**src/rtl/cnn_pkg.sv**
```systemverilog
// Shared constants, FSM state type and popcount helper for the binarized CNN layer 1.
package cnn_pkg;

  localparam int IMG_W   = 28;            // input image width/height
  localparam int CONV_W  = 26;            // valid 3x3 convolution output width
  localparam int POOL_W  = 13;            // pooled output width (CONV_W / 2)
  localparam int POOL_SZ = POOL_W * POOL_W;
  localparam int IMG_PIX = IMG_W * IMG_W;

  typedef enum logic [1:0] {
    LOAD = 2'd0,
    CONV = 2'd1,
    DONE = 2'd2
  } state_t;

  // Number of set bits in a 9-bit vector (0..9).
  function automatic logic [3:0] popcount9(input logic [8:0] v);
    logic [3:0] s;
    s = '0;
    for (int i = 0; i < 9; i++) begin
      s = s + {3'b000, v[i]};
    end
    return s;
  endfunction

endpackage

```
**src/rtl/bin_conv3x3.sv**
```systemverilog
// One binary 3x3 convolution point: XNOR the window with the kernel, count the
// matches and compare against the threshold.
module bin_conv3x3
  import cnn_pkg::*;
#(
  parameter int THRESH = 5
) (
  input  logic [8:0] window,
  input  logic [8:0] kernel,
  output logic       bit_out
);

  assign bit_out = (popcount9(~(window ^ kernel)) >= 4'(THRESH));

endmodule

```
**src/rtl/cnn_layer1.sv**
```systemverilog
// Binarized CNN layer 1: load a 28x28 1-bit image from ROM, then stream one
// 2x2-max-pooled 3x3 binary convolution result per clock for every kernel.
//
// Output handshake: sign2 is a pure valid strobe with no ready. While sign2=1,
// res and addra carry one pooled result. Strobes are back-to-back for
// NUM_K*169 cycles and the consumer must accept every one.
module cnn_layer1
  import cnn_pkg::*;
#(
  parameter int                 NUM_K     = 32,
  parameter int                 THRESH    = 5,
  parameter logic [NUM_K*9-1:0] KERNELS   = '0,
  parameter string              INIT_FILE = "image.mem"
) (
  input  logic        clk,
  input  logic        rst_n,
  output logic        sign,
  output logic        sign2,
  output logic        res,
  output logic [12:0] addra
);

  localparam logic [12:0] LAST_ADDR = 13'(NUM_K * POOL_SZ - 1);
  localparam logic [3:0]  POOL_LAST = 4'(POOL_W - 1);

  state_t      state;
  logic [9:0]  load_cnt;   // ROM address being issued during LOAD
  logic        rd_vld;     // rom_q holds a pixel to be written this cycle
  logic [9:0]  wr_addr;    // buffer address of the pixel in rom_q
  logic        rom_q;
  logic [IMG_PIX-1:0] pix_buf;

  logic [5:0]  k;
  logic [3:0]  pr;
  logic [3:0]  pc;
  logic [12:0] cnt;

  logic [8:0]  kern;
  logic [8:0]  win [4];
  logic [3:0]  conv;
  logic [9:0]  row_base;
  logic [9:0]  col_base;

  // Image ROM storage.
  logic rom [0:IMG_PIX-1];

  // Synchronous ROM read, one cycle latency.
  always_ff @(posedge clk) begin
    if (load_cnt < 10'(IMG_PIX)) begin
      rom_q <= rom[load_cnt];
    end
  end

  // Pixel buffer fill; data only, sequencing is carried by rd_vld.
  always_ff @(posedge clk) begin
    if (rd_vld) begin
      pix_buf[wr_addr] <= rom_q;
    end
  end

  // Select the kernel of the current output channel.
  always_comb begin
    kern = '0;
    for (int j = 0; j < NUM_K; j++) begin
      if (k == 6'(j)) begin
        kern = KERNELS[j*9 +: 9];
      end
    end
  end

  // Gather the four 3x3 windows of the current 2x2 pooling cell.
  always_comb begin
    row_base = 10'(pr) * 10'd56;   // 2*pr rows of 28 pixels
    col_base = 10'(pc) * 10'd2;
    for (int p = 0; p < 4; p++) begin
      win[p] = '0;
      for (int i = 0; i < 9; i++) begin
        win[p][i] = pix_buf[row_base + col_base +
                            10'(((p / 2) + (i / 3)) * IMG_W + (p % 2) + (i % 3))];
      end
    end
  end

  for (genvar p = 0; p < 4; p++) begin : g_conv
    bin_conv3x3 #(
      .THRESH(THRESH)
    ) u_conv (
      .window (win[p]),
      .kernel (kern),
      .bit_out(conv[p])
    );
  end

  // Control FSM with registered outputs.
  always_ff @(posedge clk) begin
    if (!rst_n) begin
      state    <= LOAD;
      load_cnt <= '0;
      rd_vld   <= 1'b0;
      wr_addr  <= '0;
      k        <= '0;
      pr       <= '0;
      pc       <= '0;
      cnt      <= '0;
      sign     <= 1'b0;
      sign2    <= 1'b0;
      res      <= 1'b0;
      addra    <= '0;
    end else begin
      case (state)
        LOAD: begin
          sign2    <= 1'b0;
          res      <= 1'b0;
          load_cnt <= load_cnt + 10'd1;
          rd_vld   <= (load_cnt < 10'(IMG_PIX));
          wr_addr  <= load_cnt;
          // Pixel 783 is being written on this edge: the buffer is complete.
          if (load_cnt == 10'(IMG_PIX)) begin
            sign  <= 1'b1;
            state <= CONV;
          end
        end
        CONV: begin
          sign2 <= 1'b1;
          res   <= |conv;
          addra <= cnt;
          cnt   <= cnt + 13'd1;
          if (pc == POOL_LAST) begin
            pc <= '0;
            if (pr == POOL_LAST) begin
              pr <= '0;
              k  <= k + 6'd1;
            end else begin
              pr <= pr + 4'd1;
            end
          end else begin
            pc <= pc + 4'd1;
          end
          if (cnt == LAST_ADDR) begin
            state <= DONE;
          end
        end
        DONE: begin
          sign2 <= 1'b0;
          res   <= 1'b0;
        end
        default: begin
          state <= LOAD;
        end
      endcase
    end
  end

endmodule

```
**config.mk**
```make
export PLATFORM = sky130hd
export DESIGN_NAME = cnn_layer1
export DESIGN_NICKNAME = d
export VERILOG_FILES = /design/src/rtl/cnn_pkg.sv /design/src/rtl/bin_conv3x3.sv /design/src/rtl/cnn_layer1.sv
export SDC_FILE = /design/constraint.sdc
export NUM_CORES = 1
export LEC_CHECK = 0
export ABC_CLOCK_PERIOD_IN_PS = 1600
export BUFFER_PORTS_ARGS = -buffer_cell sky130_fd_sc_hd__buf_4
export CORE_MARGIN = 4
export CORE_UTILIZATION = 40
export DETAILED_ROUTE_END_ITERATION = 10
export HOLD_SLACK_MARGIN = 0.08
export PLACE_DENSITY_LB_ADDON = 0.12
export SYNTH_ARGS = -nofsm -noshare
export SYNTH_HDL_FRONTEND = slang
export SYNTH_HIERARCHICAL = 1
export SYNTH_SLANG_ARGS = --single-unit
export TNS_END_PERCENT = 10
```
**constraint.sdc**
```tcl
create_clock -name clk -period 1.6 [get_ports clk]
set_input_delay 0.32 -clock clk [delete_from_list [all_inputs] [get_ports clk]]
set_output_delay 0.32 -clock clk [all_outputs]
set_load 0.02 [all_outputs]
```
Word level (Yosys, flattened, before mapping)
Index checks and enable logic that the tools add are counted.
Widths: inputs -> output; s select.
{ "classes": {"mul": 1, "addsub": 52, "order_cmp": 23, "n_shift": 0, "n_bitwise": 5, "n_eq_ne": 8, "div": 0, "n_mux": 42, "n_reduce_logical": 8} }
{ "op_table": {"columns": ["operator", "count"], "rows": [
  ["$bwmux 784", 1],
  ["$lt 10x11->1 const B", 17],
  ["$bmux 1 s10", 16],
  ["$add 4x1->4", 28],
  ["$add 10x5->10 const B", 4],
  ["$add 10x6->10 const B", 4],
  ["$add 10x7->10 const B", 4],
  ["$not 9->9", 4],
  ["$add 10x1->10 const B", 2],
  ["$add 10x2->10 const B", 2],
  ["$mux 1", 17],
  ["$ge 4x3->1 const B", 4],
  ["$add 13x1->13 const B", 1],
  ["$eq 13x13->1 const B", 1],
  ["$add 10x5->10", 1],
  ["$demux 1 s10", 1],
  ["$eq 10x10->1 const B", 1],
  ["$ge 10x1->1 const B", 1],
  ["$lt 10x10->1 const B", 1],
  ["$add 1x1->2", 4],
  ["$add 4x1->4 const B", 2],
  ["$eq 4x4->1 const B", 2],
  ["$mux 4", 2],
  ["$mul 4x3->7 const B", 1],
  ["other kinds (14)", 18]
]} }
{ "word_totals": {"output_inout_bits": 16, "latch_bits": 0, "mem_bits_rw": 0, "reg_bits": 845, "mem_bits_ro": 0, "memories": 0} }

Longest topological paths before layout
{ "depth": {"depth_word": 17, "ltp_mapped": 16, "mapped_depth_nobuf": 16} }

Modules after synthesis
Netlist, hierarchy kept.
{ "by_module_without_submodules": {"columns": ["module", "n_inst", "area_each_um2", "cells_per_inst", "seq_area_each_um2"], "rows": [
  ["cnn_layer1", 1, 1700.4, 196, 820.8],
  ["bin_conv3x3", 4, 257.7, 28, 0.0]
]} }

Least setup slack after synthesis
No wires, ideal clock.
{ "synth_path": {"path_type": "register to register", "from": "register cnt[0]", "to": "register cnt[12]", "arrival_time_ns": 1.350, "path_slack_ns": 0.180, "setup_ns": 0.070, "n_path_buf": 0, "stages_incl_launch_ff": 5, "synth_period_minus_slack_ns": 1.420, "cell_sequence": "dfxtp_1 -> ha_1 -> nand3_1 -> or4_1 -> a21oi_1"} }
{ "synth_via": {"elab_chain_cells": 1} }
{ "synth_lines": {"columns": ["element", "line_no", "rtl"], "rows": [
  ["start, declared", "cnn_layer1.sv:36", "logic [12:0] cnt;"],
  ["start signal, assigned", "cnn_layer1.sv:127", "cnt <= cnt + 13'd1;"],
  ["$add 13x1->13", "cnn_layer1.sv:127", null]
]} }
Every way passes these cells.
A chain may end at the register's enable or synchronous reset.

Final worst setup path
{ "layout_path": {"from": "register cnt[1]", "to": "register cnt[12]"} }
The elaborated chain is that of the path after synthesis.

==> results_dict.tcl <==
set metrics [dict create \
    post-dp-hpwl_um 3649 \
    synth_top_area_frac 0.3005 \
    grt_pass1_vias 2127 \
    crit_type "reg2reg" \
    end_kind "flop" \
    cp.required_ns 1.83 \
    cts_num_sinks 41 \
    portBuffers 17 \
    die_y_um 90.64 \
    multi_input_area_sq_um 2036 \
    fmaxAchievable_mhz 687.7 \
    fin_nets 440 \
    worst_ep_arrival_time_ns 1.68 \
    diodes 0 \
    final_max_slew_viol_count 0 \
    synth_area_leaders "dfxtp_1, fa_1, xnor2_1" \
    drt-total-wl_um 4512 \
    outcome "finished clean" \
    numCtsBuffers 5 \
    yosys.cell_count.top_type "nand2_1" \
    synth_seq_cells 41 \
    peakVddDrop_mv 0.4208 \
    crit_family "simple AND/OR/NAND/NOR gates" \
    synth_area_leader_cell "dfxtp_1" \
    fin_crit_sh 0.9088 \
    area_growth_pct 24.37 \
    synth_top_flop_cell "dfxtp_1" \
    grt_pass1_wl_um 8832 \
    syn_avg_cell_area_sq_um 8.868 \
    clkTransAtPathRegs_ns 0.07 \
    gp_congestion 0.7591 \
    finalHoldViolations 0 \
    min_period_ns 1.454 \
    root_buffer "clkbuf_8" \
    holdBufCountCts 0 \
    antenna_found_initial 0 \
    yosysWarnings 6 \
    layout-drive-gt1-share 0.09804 \
    leakagePower_uw 0.001548 \
    cp_slowest_stage_delay_ns 0.49 \
    clock_skew_ns 0.004007 \
    clk_path_buf_depth 2 \
    synth_commonest_cells "nand2_1, dfxtp_1, xnor2_1" \
    grt_max_degree 28 \
    synth-edff-count 0 \
    cts_tree "done" \
    hold_path_class "in2reg" \
    gr-usage-all-layers 0.1270 \
    cap_violations 0 \
    htreeDepth 2 \
    setup_tns_ns 0 \
    regArea_sq_um 820.8 \
    dr.pass1.iters 4 \
    cts-resized-gates 0 \
    post_drt_wl_per_cell_um 9.303 \
    ios 18 \
    synth_cells 308 \
    setup_viol 0 \
    grt-ovfl-total 0 \
    ys_async_sr_fraction 0 \
    synthesis.area_sq_um 2731 \
    start_util 0.4205 \
    ys_types 35 \
    drc 0 \
    hold_ws_ns 0.2957 \
    yosysSeqAreaShare 0.3005 \
    post_cts_buffers 0 \
    cellPowerDensity_nw_per_um2 917.6 \
    crit_path_max_fanout 4 \
    viasPerCell 4.297 \
    dieArea_sq_um 8215 \
    drt_iter0_markers 68 \
    rsz0062_at_grt "false" \
    cp_num_buf_inv 0 \
    die-width_um 90.64 \
    postRouteAntennaNets 0 \
    vias 2084 \
    crit_chain "ha_1 > nand3_1 > or4_1 > a21oi_1" \
    start_kind "flop" \
    crit_slowest_cell "or4_1" \
    num_rows 29 \
    core_sq_um 6495 \
    clk_latency_ns 0.29 \
    n_fill_cell 639 \
]
per-stage QoR:
step	util	cell area, sq um	setup WS, ns	instances	power [uW]
6_report	0.5230	3397	0.1460	485	3117
5_1_grt	0.5230	3397	0.05932	485	3482
4_1_cts	0.5230	3397	0.1588	485	2971
3_5_place_dp	0.5051	3281	0.1779	477	2117
3_3_place_gp	0.5051	3281	0.2206	477	2117
2_1_floorplan	-	2998	0.1795	379	2094
sequential cells by signal (all words and copies together), names as in the netlist:
name	count
addra	13
cnt	13
load_cnt	10
res	1
sign	1
sign2	1
state	2
layout make-up:
cell class              instances  share of cell area
well taps                      77             0.02836
clock buffers                   7             0.02541
repair buffers                 28             0.06556
clock inverters                 1            0.008840
inverters                      28             0.03094
flip-flops and latches         41              0.2416
multi-input cells             303              0.5993
metal layers:
layer | track usage | wire length [um]
met5 | 0 | 0
met4 | 0.04209 | 72
met3 | 0.01917 | 85
met2 | 0.2341 | 2263
met1 | 0.1489 | 2090
power by group:
group / internal, uW / switching [uW]
combinational: 576 / 656
clock: 509 / 343
sequential: 1030 / 6.07
worst reg2reg max path: stages, from the launching register on:
cell     delay [ns]
dfxtp_1        0.38
ha_1           0.23
nand3_1        0.16
or4_1          0.49
a21oi_1        0.14
cells in the final DEF (no fill, tap or decap):
cell        n
nor4_1      2
clkbuf_8    6
fa_1       20
and2_2      1
nand2b_1    2
nand3_2     1
buf_4      27
xnor2_1    30
nand2_1    49
nand3_1     6
buf_12      1
xor2_1     29
and2b_1     1
a21oi_1    20
o31ai_1     1
o21ai_0     2
ha_1       11
nor2b_1     4
and4_1      4
inv_1      27
clkinv_1    1
nor4b_1     1
bufinv_16   1
nand4_1     8
and3_1      1
o211ai_1    1
o21ai_1     4
nor2_1     21
dfxtp_1    41
and4bb_2    2
conb_1     72
and2_1      5
or3_1       2
or4_1       1
clkbuf_1    1
and4b_2     1
and4b_1     1
logic make-up after synthesis:
| family | count (synthesis) | synth area share |
|---|---|---|
| compound gates | 28 | 0.05314 |
| xor+xnor | 59 | 0.1892 |
| fa+ha+maj | 31 | 0.1970 |
| buf+inv | 35 | 0.05176 |
| flops | 41 | 0.3005 |
| other cells | 1 | 0.001373 |
| simple gates | 113 | 0.2071 |
final timing paths:
path	start	endpoint	slack [ns]	cells after the start
hold / removal	rst_n	sign	0.30	3
hold reg to reg	sign	sign	0.45	2
setup reg to reg	cnt[1]	cnt[12]	0.15	4
setup / recovery	cnt[1]	cnt[12]	0.15	4
No activity file was read; power rests on OpenSTA's default activity.
